File: src/rtl/pipe_pkg.sv
// Shared types and helpers for the pipeline hazard scheduler.
// Holds the hazard FSM state encoding, the EX operand forwarding
// encodings and the register-match helper used by the forwarding unit.
package pipe_pkg;

    typedef enum logic [1:0] {
        RUN      = 2'd0,
        MEM_WAIT = 2'd1,
        ABORT    = 2'd2
    } pipe_state_t;

    localparam logic [1:0] FWD_RF = 2'b00;   // operand from register file
    localparam logic [1:0] FWD_ME = 2'b01;   // operand from ME aluout
    localparam logic [1:0] FWD_WB = 2'b10;   // operand from WB data

    // A later stage supplies a source operand when it writes a real GPR
    // (x0 is hard-wired to zero and never forwarded) that the source names.
    function automatic logic rd_hit(input logic       reg_write,
                                    input logic [4:0] rd,
                                    input logic [4:0] rs);
        return reg_write && (rd != 5'd0) && (rd == rs);
    endfunction

endpackage

File: src/rtl/pipe_fwd_unit.sv
// EX-stage forwarding comparator for one source operand.
// Purely combinational; the youngest producer (ME) wins over WB.
module pipe_fwd_unit
    import pipe_pkg::*;
(
    input  logic       me_reg_write,
    input  logic [4:0] me_rd,
    input  logic       wb_reg_write,
    input  logic [4:0] wb_rd,
    input  logic [4:0] ex_rs,
    output logic [1:0] fwd_sel
);

    // Select the operand source, ME taking priority over WB.
    always_comb begin
        fwd_sel = FWD_RF;
        if (rd_hit(me_reg_write, me_rd, ex_rs)) begin
            fwd_sel = FWD_ME;
        end else if (rd_hit(wb_reg_write, wb_rd, ex_rs)) begin
            fwd_sel = FWD_WB;
        end else begin
            fwd_sel = FWD_RF;
        end
    end

endmodule

File: src/rtl/pipe_hazard_ctrl.sv
// Central hazard scheduler for the 5-stage pipeline.
// Handles DMEM wait-state freezes (with timeout abort), taken
// branch/jump redirects, load-use stalls and EX operand forwarding.
// Control outputs are combinational from the FSM state and inputs and
// are forced to their safe values while rst_n is low.
// Optional build macro: PIPE_PERF_CNT_EN adds 32-bit performance counters
// (stall_cycles, flush_events, mem_aborts).
module pipe_hazard_ctrl
    import pipe_pkg::*;
#(
    parameter int MEM_TIMEOUT = 16,
    parameter int TO_W        = 8
) (
    input  logic        clk,
    input  logic        rst_n,
    input  logic [4:0]  id_rs1,
    input  logic [4:0]  id_rs2,
    input  logic        id_use_rs1,
    input  logic        id_use_rs2,
    input  logic [4:0]  ex_rd,
    input  logic        ex_is_load,
    input  logic [4:0]  ex_rs1,
    input  logic [4:0]  ex_rs2,
    input  logic        ex_redirect,
    input  logic [4:0]  me_rd,
    input  logic [4:0]  wb_rd,
    input  logic        me_RegWrite,
    input  logic        wb_RegWrite,
    input  logic        me_mem_req,
    input  logic        dmem_ready,
    output logic        pc_stall,
    output logic        if_id_stall,
    output logic        id_ex_stall,
    output logic        ex_me_stall,
    output logic        me_wb_stall,
    output logic        if_id_flush,
    output logic        id_ex_flush,
    output logic        ex_me_flush,
    output logic        pc_redirect,
    output logic [1:0]  fwd_a,
    output logic [1:0]  fwd_b,
`ifdef PIPE_PERF_CNT_EN
    output logic [31:0] stall_cycles,
    output logic [31:0] flush_events,
    output logic [31:0] mem_aborts,
`endif
    output logic        mem_err
);

    // Counter value that, once reached while still waiting, aborts the access.
    localparam logic [TO_W-1:0] TO_LAST = TO_W'(MEM_TIMEOUT - 1);

    pipe_state_t     state_r;
    logic [TO_W-1:0] cnt_r;
    logic            redirect_pending_r;

    logic            frozen_s;
    logic            abort_s;
    logic            redirect_s;
    logic            load_use_s;
    logic [TO_W-1:0] cnt_inc_s;
    logic [1:0]      fwd_a_s;
    logic [1:0]      fwd_b_s;

    assign frozen_s   = ((state_r == RUN) || (state_r == MEM_WAIT)) &&
                        me_mem_req && !dmem_ready;
    assign abort_s    = (state_r == ABORT);
    assign redirect_s = ex_redirect || redirect_pending_r;
    assign load_use_s = ex_is_load && (ex_rd != 5'd0) &&
                        ((id_use_rs1 && (id_rs1 == ex_rd)) ||
                         (id_use_rs2 && (id_rs2 == ex_rd)));
    assign cnt_inc_s  = cnt_r + {{(TO_W-1){1'b0}}, 1'b1};

    pipe_fwd_unit u_fwd_a (
        .me_reg_write (me_RegWrite),
        .me_rd        (me_rd),
        .wb_reg_write (wb_RegWrite),
        .wb_rd        (wb_rd),
        .ex_rs        (ex_rs1),
        .fwd_sel      (fwd_a_s)
    );

    pipe_fwd_unit u_fwd_b (
        .me_reg_write (me_RegWrite),
        .me_rd        (me_rd),
        .wb_reg_write (wb_RegWrite),
        .wb_rd        (wb_rd),
        .ex_rs        (ex_rs2),
        .fwd_sel      (fwd_b_s)
    );

    // Hazard FSM: freeze on DMEM wait, time out into a one-cycle abort.
    always_ff @(posedge clk or negedge rst_n) begin
        if (!rst_n) begin
            state_r <= RUN;
            cnt_r   <= '0;
        end else begin
            case (state_r)
                RUN: begin
                    cnt_r <= '0;
                    if (frozen_s) begin
                        state_r <= MEM_WAIT;
                    end else begin
                        state_r <= RUN;
                    end
                end
                MEM_WAIT: begin
                    if (frozen_s) begin
                        cnt_r <= cnt_inc_s;
                        if (cnt_inc_s == TO_LAST) begin
                            state_r <= ABORT;
                        end else begin
                            state_r <= MEM_WAIT;
                        end
                    end else begin
                        cnt_r   <= '0;
                        state_r <= RUN;
                    end
                end
                ABORT: begin
                    cnt_r   <= '0;
                    state_r <= RUN;
                end
                default: begin
                    cnt_r   <= '0;
                    state_r <= RUN;
                end
            endcase
        end
    end

    // Remember a redirect resolved while the pipe is held; act on it once free.
    always_ff @(posedge clk or negedge rst_n) begin
        if (!rst_n) begin
            redirect_pending_r <= 1'b0;
        end else if (frozen_s || abort_s) begin
            if (ex_redirect) begin
                redirect_pending_r <= 1'b1;
            end else begin
                redirect_pending_r <= redirect_pending_r;
            end
        end else begin
            redirect_pending_r <= 1'b0;
        end
    end

    // Stall/flush/redirect decode: freeze/abort > redirect > load-use > normal.
    always_comb begin
        pc_stall    = 1'b0;
        if_id_stall = 1'b0;
        id_ex_stall = 1'b0;
        ex_me_stall = 1'b0;
        me_wb_stall = 1'b0;
        if_id_flush = 1'b0;
        id_ex_flush = 1'b0;
        ex_me_flush = 1'b0;
        pc_redirect = 1'b0;
        mem_err     = 1'b0;
        fwd_a       = FWD_RF;
        fwd_b       = FWD_RF;
        if (!rst_n) begin
            if_id_flush = 1'b1;
            id_ex_flush = 1'b1;
            ex_me_flush = 1'b1;
        end else begin
            fwd_a = fwd_a_s;
            fwd_b = fwd_b_s;
            if (frozen_s) begin
                pc_stall    = 1'b1;
                if_id_stall = 1'b1;
                id_ex_stall = 1'b1;
                ex_me_stall = 1'b1;
                me_wb_stall = 1'b1;
            end else if (abort_s) begin
                // Drop the faulting access; let the WB stage drain.
                pc_stall    = 1'b1;
                if_id_stall = 1'b1;
                id_ex_stall = 1'b1;
                ex_me_flush = 1'b1;
                mem_err     = 1'b1;
            end else if (redirect_s) begin
                // The ID instruction is discarded, so load-use is moot.
                pc_redirect = 1'b1;
                if_id_flush = 1'b1;
                id_ex_flush = 1'b1;
            end else if (load_use_s) begin
                pc_stall    = 1'b1;
                if_id_stall = 1'b1;
                id_ex_flush = 1'b1;
            end else begin
                pc_stall    = 1'b0;
            end
        end
    end

`ifdef PIPE_PERF_CNT_EN
    // Performance counters, free-running and wrapping at 2^32.
    always_ff @(posedge clk or negedge rst_n) begin
        if (!rst_n) begin
            stall_cycles <= 32'd0;
            flush_events <= 32'd0;
            mem_aborts   <= 32'd0;
        end else begin
            stall_cycles <= stall_cycles + {31'd0, pc_stall};
            flush_events <= flush_events + {31'd0, pc_redirect};
            mem_aborts   <= mem_aborts + {31'd0, mem_err};
        end
    end
`endif

endmodule

File: config.mk
export PLATFORM = sky130hd
export DESIGN_NAME = pipe_hazard_ctrl
export DESIGN_NICKNAME = d
export VERILOG_FILES = /design/src/rtl/pipe_pkg.sv /design/src/rtl/pipe_fwd_unit.sv /design/src/rtl/pipe_hazard_ctrl.sv
export SDC_FILE = /design/constraint.sdc
export NUM_CORES = 1
export LEC_CHECK = 0
export CAP_MARGIN = 20
export CORE_MARGIN = 5
export CORE_UTILIZATION = 40
export DETAILED_ROUTE_END_ITERATION = 12
export PLACE_DENSITY = 0.85
export SLEW_MARGIN = 20
export SYNTH_ARGS = -nofsm -noshare
export SYNTH_HDL_FRONTEND = slang
export SYNTH_SLANG_ARGS = --single-unit
File: constraint.sdc
create_clock -name clk -period 3.4 [get_ports clk]
set_input_delay 0.68 -clock clk [delete_from_list [all_inputs] [get_ports clk]]
set_output_delay 0.68 -clock clk [all_outputs]
set_load 0.02 [all_outputs]
======== Yosys cells after proc, flatten, opt, wreduce, memory -nomap -nowiden ========
Cells that the tools add are included.
word-level totals
  word-level logic and storage cells ...... 71
  output and inout bits ................... 14
  flip-flop bits (word level) ............. 11
cells by class
  equality and inequality tests ........... 10
  mux-type cells .......................... 36
  add/sub/neg operators ................... 1
  reductions and logical operators ........ 21
operators with widths
  operator                                        number
  == test 5 bit                                   6
  two-way mux 1 bit                               25
  two-way mux 2 bit                               8
  two-way mux 8 bit                               2
  nonzero test 5 bit                              3
  logical AND 1 bit                               12
  adder 8 x 1 -> 8 bit (second input constant)    1
  == test 8 x 4 -> 1 bit (second input constant)  1
  logical OR 1 bit                                4
  case mux 2 bit (2 select lines)                 1
  == test 2 x 1 -> 1 bit (second input constant)  1
  == test 2 bit (second input constant)           1
  logical NOT 2 bit                               1
  inequality test 2 bit (second input constant)   1
  logical NOT 1 bit                               1

======== Longest topological paths before layout ========
Gate-level depths: netlist of the first run.
  depth after elaboration ................. 9
  depth in mapped cells ................... 6
  mapped depth without buffers ............ 6

======== Hierarchy ========
From an unflattened synthesis of the first run, not the netlist that was laid out.
second synthesis, totals
  cell total of the unflattened synthesis .. 122
  area, all modules ....................... 1047.3 um^2
modules (own cells, without submodules)
  module            times used  cells each  seq. area each (um^2)  area an instance (um^2)
  pipe_hazard_ctrl  1           82          275.3                  744.5
  pipe_fwd_unit     2           20          0.0                    151.4

======== Worst setup path before layout of the first run ========
OpenSTA, ideal clock, no wires.
  path type ............................... input port to output port
  from .................................... input port dmem_ready
  to ...................................... output port pc_stall
  path buffers ............................ 1
  data required time ...................... 2.720 ns
  stages on the path ...................... 5
  setup slack ............................. 0.725 ns
  data arrival time ....................... 1.995 ns
  cells stage by stage .................... or3b_2 nand2_1 and2_1 o21bai_1 buf_4
between the ends
  longest elaborated chain between the ends .. 4
RTL lines
  item                             line                    source
  start, declared                  pipe_hazard_ctrl.sv:30  input logic dmem_ready,
  logical NOT 1 bit                pipe_hazard_ctrl.sv:66  me_mem_req && !dmem_ready;
  logical AND 1 bit                pipe_hazard_ctrl.sv:66
  two-way mux 1 bit (2 in series)  n/a
  end, declared                    pipe_hazard_ctrl.sv:31  output logic pc_stall,
Every way passes these cells.

======== Final worst setup path of the first run ========
  from .................................... input port me_mem_req
  to ...................................... output port id_ex_flush
between the ends
  longest elaborated chain between the ends .. 4
RTL lines
  item               line                     source
  start, declared    pipe_hazard_ctrl.sv:29   input logic me_mem_req,
  logical AND 1 bit  pipe_hazard_ctrl.sv:65   assign frozen_s = ((state_r == RUN) || (state_r == MEM_WAIT)) &&
  logical AND 1 bit  pipe_hazard_ctrl.sv:66
  two-way mux 1 bit  pipe_hazard_ctrl.sv:168  if (frozen_s) begin
  two-way mux 1 bit  pipe_hazard_ctrl.sv:161  if (!rst_n) begin
  end, declared      pipe_hazard_ctrl.sv:37   output logic id_ex_flush,
Every way passes these cells.

==> flow_summary.toml, run 1 <==
[outcome]
run_status = "complete, no violations"

[critical_path]
crit_path_max_incr_delay_ps = 560
crit_path_most_repeated_cell = "clkdlybuf4s50_1"
crit_arrival_ps = 2620
path_class = "in2out"
cp_slowest_cell = "clkdlybuf4s50_1"
crit_path_end_kind = "output port"
path_delay_family = "buffers and inverters"
cp_cell_sequence = "clkdlybuf4s50_1 > or3b_2 > nand2_1 > o21ai_0 > o21bai_1 > clkdlybuf4s50_1"
timing.critical_path.buf_inv = 2
worst_setup_path_start_kind = "primary input"
crit_path_max_fanout = 3
worst-endpoint-required_ps = 2720

[timing]
setup-violations-final = 0
report.final.hold_viol_count = 0
max-slew-margin-rel_pct = 74.3
final_max_slew_viol_count = 0
fin_hold_ws_ps = 485
worst-slew-pin-transition_ps = 385
period_share_pct = 96.9
setup_ws_ps = 104
fmaxAchievable_ghz = 0.303
skew_ps = 3.85
fin_crit_ps = 3300

[floorplan]
full_die_area_um2 = 3570
starting_density_of_the_core_pct = 40.7
core-area_um2 = 2430
chipHeight_um = 59.7
rows = 18
die_width_um = 59.7
pin_count = 59

[grt]
grt.total_usage_pct = 17.4
grt_max_degree = 21
grt_pass1_vias = 1058
overflow = 0
grt_first_pass_wirelength_um = 4640
antenna_found_initial = 0

[detailed_routing]
routed_wire_length_per_instance_um = 14.7
remaining_drc_errors = 0
drt_iter0_drc = 53
wl_met2_um = 1590
top_layer = "met4"
drt_pre_antenna_iters = 4
drt_wl_total_um = 3070
dr_total_vias = 1056
route.layer.met1.wl_um = 1140
detail_route.vias_per_cell = 5.05
route.antenna.remaining_nets = 0
met3RoutedLength_um = 273

[clock_network]
clock_latency_ps = 270
cts.htree.levels = 1
cts-buffers-inserted = 3
total_clock_sinks = 11
cts_tree = "built"
ctsHoldBuffers = 0
worst_setup_hold_path_clk_slew_ps = 60
cts_root_buffer = "clkbuf_4"
clockBufferDepth = 2

[job]
maxCapViolations = 0

[synthesis]
synth.mux.area_fraction_pct = 0
synth_fa_ha_area_share_pct = 2.53
synth_top_family_by_area = "XOR/XNOR gates"
post-synth-top-count-cell = "xor2_1"
syn_area_per_cell_um2 = 8.92
synthXorXnorAreaFrac_pct = 31.9
synth_top_cells_by_area = "dfrtp_1 (28%), xor2_1 (21%), xnor2_1 (11%), nor2_1 (4.2%), nand3_1 (4.0%)"
count_of_yosys_warnings_during_synthesis = 0
synth-seq-cells = 11
synth_edf_count = 0
yosys.area_share.simple_pct = 29.7
ys_async_sr_fraction_pct = 100
ys_top_cells_by_count = "xor2_1 (24), xnor2_1 (12), dfrtp_1 (11), nor2_1 (11), nand3_1 (8)"
netlist-cell-type-count = 30
synth_nets = 158
synth_compound_area_share_pct = 5.82
synth_ff_type = "dfrtp_1"
area_share_of_the_largest_cell_type_after_synthesis_pct = 27.8
synth_area_leader_cell = "dfrtp_1"
synth-seq-area-share_pct = 27.8
syn_inst = 111
synth_area_um2 = 990

[finish]
areaGrowthSynthToFinish_pct = 71.9
postLayoutCellArea_um2 = 1700
drive_gt1_share_pct = 10.1
finish.net_count = 227
antenna_cells_inserted = 0

[placed_design]
io_buffers = 58
dp_hpwl_um = 2700
routabilityCongestion = 0.856
placement.cell_area_um2 = 1650
place_ws_ps = -145

[pwr]
cellPowerDensity_nw_per_um2 = 216
worst_ir_drop_vdd_uv = 274
power.static_leakage_nw = 0.742

[worst_hold_path]
hold_path_class = "reg2reg"
==> area by class of cell <==
type                       count  area (um2)
fill                         204         731
multi-input combinational     96         707
timing repair buffer          66         648
sequential                    11         275
tap                           30        37.5
clock buffer                   4        26.3
inverter                       2        7.51
==> final timing paths <==
| check | endpoint | cells past startpoint | from | slack (ps) |
|---|---|---|---|---|
| worst max-delay path | id_ex_flush | 6 | me_mem_req | 100 |
| worst min-delay path | cnt_r[0] | 1 | cnt_r[0] | 480 |
| worst max register to register | state_r[0] | 6 | cnt_r[0] | 1730 |
| worst min register to register | cnt_r[0] | 1 | cnt_r[0] | 480 |
| max in group asynchronous | state_r[1] | 2 | rst_n | 2430 |
| min in group asynchronous | cnt_r[4] | 2 | rst_n | 790 |
==> through the flow <==
stage               std cells  total power (W)  util, %  setup TNS [ps]
floorplan                 111         0.000186        -               0
global placement          205         0.000275     68.0           -33.1
detailed placement        205         0.000278     68.0            -165
CTS                       209         0.000368     69.2               0
global route              209         0.000388     70.0           -13.0
finish                    209         0.000368     70.0               0
==> power breakdown <==
part | internal, W | switching [W]
logic | 0.0000854 | 0.0000599
clock network | 0.0000455 | 0.0000438
registers | 0.000132 | 0.000000827
==> cells in the final DEF (no fill, tap or decap), types with 2 or more instances in the layout <==
| cell | instances |
|---|---|
| nor3b_1 | 2 |
| and2_1 | 3 |
| nand3_1 | 8 |
| dlymetal6s2s_1 | 4 |
| o21bai_1 | 2 |
| dfrtp_1 | 11 |
| clkdlybuf4s50_1 | 52 |
| nor4_1 | 3 |
| or4_1 | 4 |
| xor2_1 | 24 |
| xnor2_1 | 12 |
| dlygate4sd2_1 | 2 |
| nand2_1 | 4 |
| ha_1 | 2 |
| nor3_1 | 2 |
| buf_4 | 8 |
| and3_1 | 3 |
| inv_1 | 2 |
| nor4_2 | 2 |
| clkbuf_4 | 3 |
| nor2_1 | 11 |
==> logic make-up after synthesis <==
group	after synthesis
and+or+nand+nor	50
adders and majority gates	2
AOI/OAI and AO/OA	8
buffers and inverters	4
DFF	11
xor gates and xnor gates	36
==> what timing repair did <==
action	4_1_cts	5_1_grt
cloned	0	0
setup endpoints to repair	3	3
gates resized for setup	3	5
setup buffers	0	0
==> sequential cells by signal (all words and copies together), names as in the netlist <==
signal / count
cnt_r: 8
redirect_pending_r: 1
state_r: 2
==> layer usage <==
metal / global-route usage (%) / vias to the layer above
li1: - / 521
met1: 18.8 / 488
met2: 32.3 / 39
met3: 4.54 / 8
met4: 6.01 / 0
met5: 0 / -
Power figures use the tool's default switching activity.
==> run 2, diff against run 1 <==
MAX_ROUTING_LAYER = met4   (was default)
==> run 2 against run 1 <==
  * Maximum frequency hardly changed
  * Global-route usage is 0.50 points higher
  * Cell count stayed put
  * Power is 0.35% lower
  * Combinational power hardly changed
  * Critical path depth stayed put
==> flow_summary.toml, run 2 (synthesis results as in run 1) <==
[outcome]
run_status = "complete, no violations"

[clock_network]
post_cts_buffers = 0
clock_latency_ps = 270
cts.htree.levels = 1
cts-buffers-inserted = 3
total_clock_sinks = 11
clockBufferDepth = 2
cts_root_buffer = "clkbuf_4"
worst_setup_hold_path_clk_slew_ps = 60
cts_tree = "built"

[critical_path]
crit_arrival_ps = 2620
worst_setup_path_start_kind = "primary input"
crit_path_max_fanout = 3
crit_path_end_kind = "output port"
worst-endpoint-required_ps = 2720
path_class = "in2out"

[placed_design]
place.detailed.instances = 205
dp_hpwl_um = 2700
placement.cell_area_um2 = 1650
routabilityCongestion = 0.870
io_buffers = 58
place_ws_ps = -145

[timing]
final_max_slew_viol_count = 0
setup-violations-final = 0
worst-slew-pin-transition_ps = 359
skew_ps = 5.23
max-slew-margin-rel_pct = 76.0
report.final.hold_viol_count = 0
setup_ws_ps = 101
period_share_pct = 97.0
fin_crit_ps = 3300
fmaxAchievable_ghz = 0.303

[grt]
grt.total_usage_pct = 17.9
grt_max_degree = 21
antenna_found_initial = 0
grt_first_pass_wirelength_um = 4640
overflow = 0
grt_pass1_vias = 1069

[floorplan]
full_die_area_um2 = 3570
rows = 18
starting_density_of_the_core_pct = 40.7
chipHeight_um = 59.7
die_width_um = 59.7
pin_count = 59
core-area_um2 = 2430

[finish]
antenna_cells_inserted = 0
final-instance-count-excl-fill = 209
postLayoutCellArea_um2 = 1700
most_flops_register = "cnt_r"
biggestRegsByFlops = "cnt_r: 8 flops, state_r: 2 flops, redirect_pending_r: 1 flops"
drive_gt1_share_pct = 10.1
final_core_utilization_pct = 70.0
most_common_library_cell_in_the_layout_ignoring_fill_and_taps = "clkdlybuf4s50_1"
finish.net_count = 227
max_reg_flops = 8
areaGrowthSynthToFinish_pct = 71.9
commonest_non_fill_non_tap_cells_in_the_layout = "clkdlybuf4s50_1 (52), xor2_1 (24), xnor2_1 (12)"

[detailed_routing]
drt_iter0_drc = 54
route.antenna.remaining_nets = 0
dr_total_vias = 1055
remaining_drc_errors = 0
drt_pre_antenna_iters = 4
drt_wl_total_um = 3070
detail_route.vias_per_cell = 5.05
routed_wire_length_per_instance_um = 14.7

[worst_hold_path]
hold_path_class = "reg2reg"

[pwr]
fin_total_pwr_w = 0.000366
cellPowerDensity_nw_per_um2 = 215
power.static_leakage_nw = 0.742
worst_ir_drop_vdd_uv = 269

[job]
maxCapViolations = 0
[run 2: where the power goes]
part	switching (W)	internal [W]	total, W
sequential	0.000000828	0.000132	0.000133
combinational	0.0000598	0.0000854	0.000145
clock	0.0000426	0.0000454	0.0000881
[run 2: per-stage QoR]
| stage | hold WS, ps | TNS, ps |
|---|---|---|
| 3_5_place_dp | 474 | -165 |
| 4_1_cts | 483 | 0 |
| 2_1_floorplan | 384 | 0 |
| 6_report | 485 | 0 |
| 5_1_grt | 496 | -13.0 |
| 3_3_place_gp | 461 | -33.1 |
[run 2: routing by layer]
layer  global-route usage [%]  share of wire [%]
met1                     18.8                 37
met3                     4.32                8.8
met5                        -                  0
met2                     32.4                 52
met4                     6.01                2.1
[run 2: worst paths after layout]
check                           slack [ps]  depth (start not counted)  startpoint     endpoint
worst max-delay path                   100                          6  me_mem_req  id_ex_flush
worst min-delay path                   480                          1    cnt_r[0]     cnt_r[0]
worst max register to register        1730                          6    cnt_r[0]   state_r[0]
worst min register to register         480                          1    cnt_r[0]     cnt_r[0]
max in group asynchronous             2420                          2       rst_n     cnt_r[3]
min in group asynchronous              790                          2       rst_n     cnt_r[4]
[run 2: cell type report]
type                       instances  area [um2]
timing repair buffer              66         648
tap                               30        37.5
inverter                           2        7.51
clock buffer                       4        26.3
sequential                        11         275
fill                             204         731
multi-input combinational         96         707
[run 2: what timing repair did]
item / 4_1_cts / 5_1_grt
resized for setup: 3 / 5
hold buffers: 0 / 0
setup endpoints to repair: 3 / 3
[run 2: critical path, cell delays in order]
cell	delay [ps]
clkdlybuf4s50_1	490
or3b_2	480
nand2_1	110
o21ai_0	120
o21bai_1	180
clkdlybuf4s50_1	560
==> run 3, diff against run 2 <==
CAP_MARGIN = 10   (was 20)
CORE_ASPECT_RATIO = 1.4   (was default)
==> run 3 against run 2 <==
  * Flip-flop and latch count did not move
  * Sequential share of layout area down 0.21 points
  * Critical endpoint is now fwd_b[1]
  * Cell area increased by 1.3%
  * Non-clock buffer count rose by 2
==> flow_summary.toml, run 3 (synthesis results as in run 1) <==
[grt]
grt_max_degree = 21
grt_pass1_vias = 1156
grt.total_usage_pct = 19.1
antenna_found_initial = 0
grt_first_pass_wirelength_um = 5060
overflow = 0

[floorplan]
full_die_area_um2 = 3580
rows = 21
pin_count = 59
die_width_um = 52.0
chipHeight_um = 68.9
core-area_um2 = 2390
starting_density_of_the_core_pct = 41.4

[finish]
commonest_non_fill_non_tap_cells_in_the_layout = "clkdlybuf4s50_1 (51), xor2_1 (24), xnor2_1 (12)"
final_core_utilization_pct = 72.1
most_common_library_cell_in_the_layout_ignoring_fill_and_taps = "clkdlybuf4s50_1"
areaGrowthSynthToFinish_pct = 74.2
drive_gt1_share_pct = 12.2
antenna_cells_inserted = 0
biggestRegsByFlops = "cnt_r: 8 flops, state_r: 2 flops, redirect_pending_r: 1 flops"
postLayoutCellArea_um2 = 1720
most_flops_register = "cnt_r"
final-instance-count-excl-fill = 215
finish.net_count = 229
max_reg_flops = 8
nFillCells = 179

[critical_path]
startpoint = "me_rd[0]"
worst_setup_path_start_kind = "primary input"
crit_arrival_ps = 2570
worst-endpoint-required_ps = 2720
rr_startpoint = "cnt_r[0]"
crit_path_max_fanout = 2
crit_path_end_kind = "output port"
path_class = "in2out"

[clock_network]
cts-buffers-inserted = 3
clock_latency_ps = 260
clockBufferDepth = 2
cts_tree = "built"
cts.htree.levels = 1
worst_setup_hold_path_clk_slew_ps = 80
total_clock_sinks = 11
cts_root_buffer = "clkbuf_4"

[detailed_routing]
routed_wire_length_per_instance_um = 14.6
route.antenna.remaining_nets = 0
remaining_drc_errors = 0
dr_total_vias = 1059
drt_iter0_drc = 10
detail_route.vias_per_cell = 4.93
drt_wl_total_um = 3130
drt_pre_antenna_iters = 4

[timing]
skew_ps = 8.08
grt_setup_unrepaired = "no"
worst-slew-pin-transition_ps = 388
report.final.hold_viol_count = 0
fin_crit_ps = 3250
max-slew-margin-rel_pct = 74.1
fmaxAchievable_ghz = 0.307
setup-violations-final = 0
setup_ws_ps = 146
period_share_pct = 95.7
final_max_slew_viol_count = 0

[placed_design]
routabilityCongestion = 0.804
placement.cell_area_um2 = 1670
place_ws_ps = -91.0
io_buffers = 58
place.detailed.instances = 211
dp_hpwl_um = 2720

[pwr]
cellPowerDensity_nw_per_um2 = 212
power.static_leakage_nw = 0.735
worst_ir_drop_vdd_uv = 242

[worst_hold_path]
hold_path_startpoint = "cnt_r[0]"
hold_path_class = "reg2reg"

[job]
maxCapViolations = 0

[outcome]
run_status = "complete, no violations"
run 3: changes by cell type in the layout (fill, tap and decap cells not counted), sizes merged:
| cell | previous run | this run |
|---|---|---|
| dlymetal6s2s | 4 | 3 |
| clkbuf | 4 | 3 |
| clkdlybuf4s50 | 52 | 51 |
| clkinv | 0 | 1 |
| buf | 8 | 10 |
| dlygate4sd2 | 2 | 4 |
run 3: what timing repair did:
item | 4_1_cts | 5_1_grt
pin swaps | 0 | 0
cloned | 0 | 0
gates resized for setup | 5 | 5
setup endpoints to repair | 5 | 3
setup buffers | 0 | 0
hold buffers | 0 | 0
run 3: cell type report:
cell class | instances | area, um2 | share of cell area (%)
clock buffer | 3 | 22.5 | 1.31
clock inverter | 1 | 5.00 | 0.290
inverter | 2 | 7.51 | 0.435
multi-input combinational | 96 | 713 | 41.4
sequential | 11 | 275 | 16.0
tap | 34 | 42.5 | 2.47
timing repair buffer | 68 | 658 | 38.2
run 3: power by group:
group	leakage [nW]	internal, W	switching, W
clock	0.0177	0.0000434	0.0000428
sequential	0.152	0.000132	0.000000903
combinational	0.565	0.0000862	0.0000605
total	0.735	0.000262	0.000104
run 3: worst max-delay path, stage by stage:
cell             delay [ps]
clkdlybuf4s50_1         430
or4_1                   550
o21ai_2                 220
nor4_4                   80
nor4_2                  250
dlygate4sd2_1           370
run 3: final timing paths:
| kind | slack (ps) | cells past startpoint | to |
|---|---|---|---|
| max in group asynchronous | 2390 | 2 | cnt_r[6] |
| worst max-delay path | 150 | 6 | fwd_b[1] |
| worst min register to register | 490 | 1 | cnt_r[0] |
| worst min-delay path | 490 | 1 | cnt_r[0] |
| min in group asynchronous | 820 | 2 | state_r[1] |
| worst max register to register | 1720 | 6 | state_r[0] |
run 3: layer usage:
metal  wire length (um)  up-vias  track usage [%]
li1                   -      525                -
met1               1100      486             18.6
met2               1710       42             38.2
met3                273        6             3.23
met4                 44        0             4.92
met5                  0        -                -
run 3: through the flow:
step	hold WS (ps)	power (W)	TNS, ps
after global routing	516	0.000385	0
after CTS	492	0.000369	0
after global placement	465	0.000277	-33.0
final	489	0.000366	0
after floorplan	384	0.000186	0
after detailed placement	480	0.000281	-280
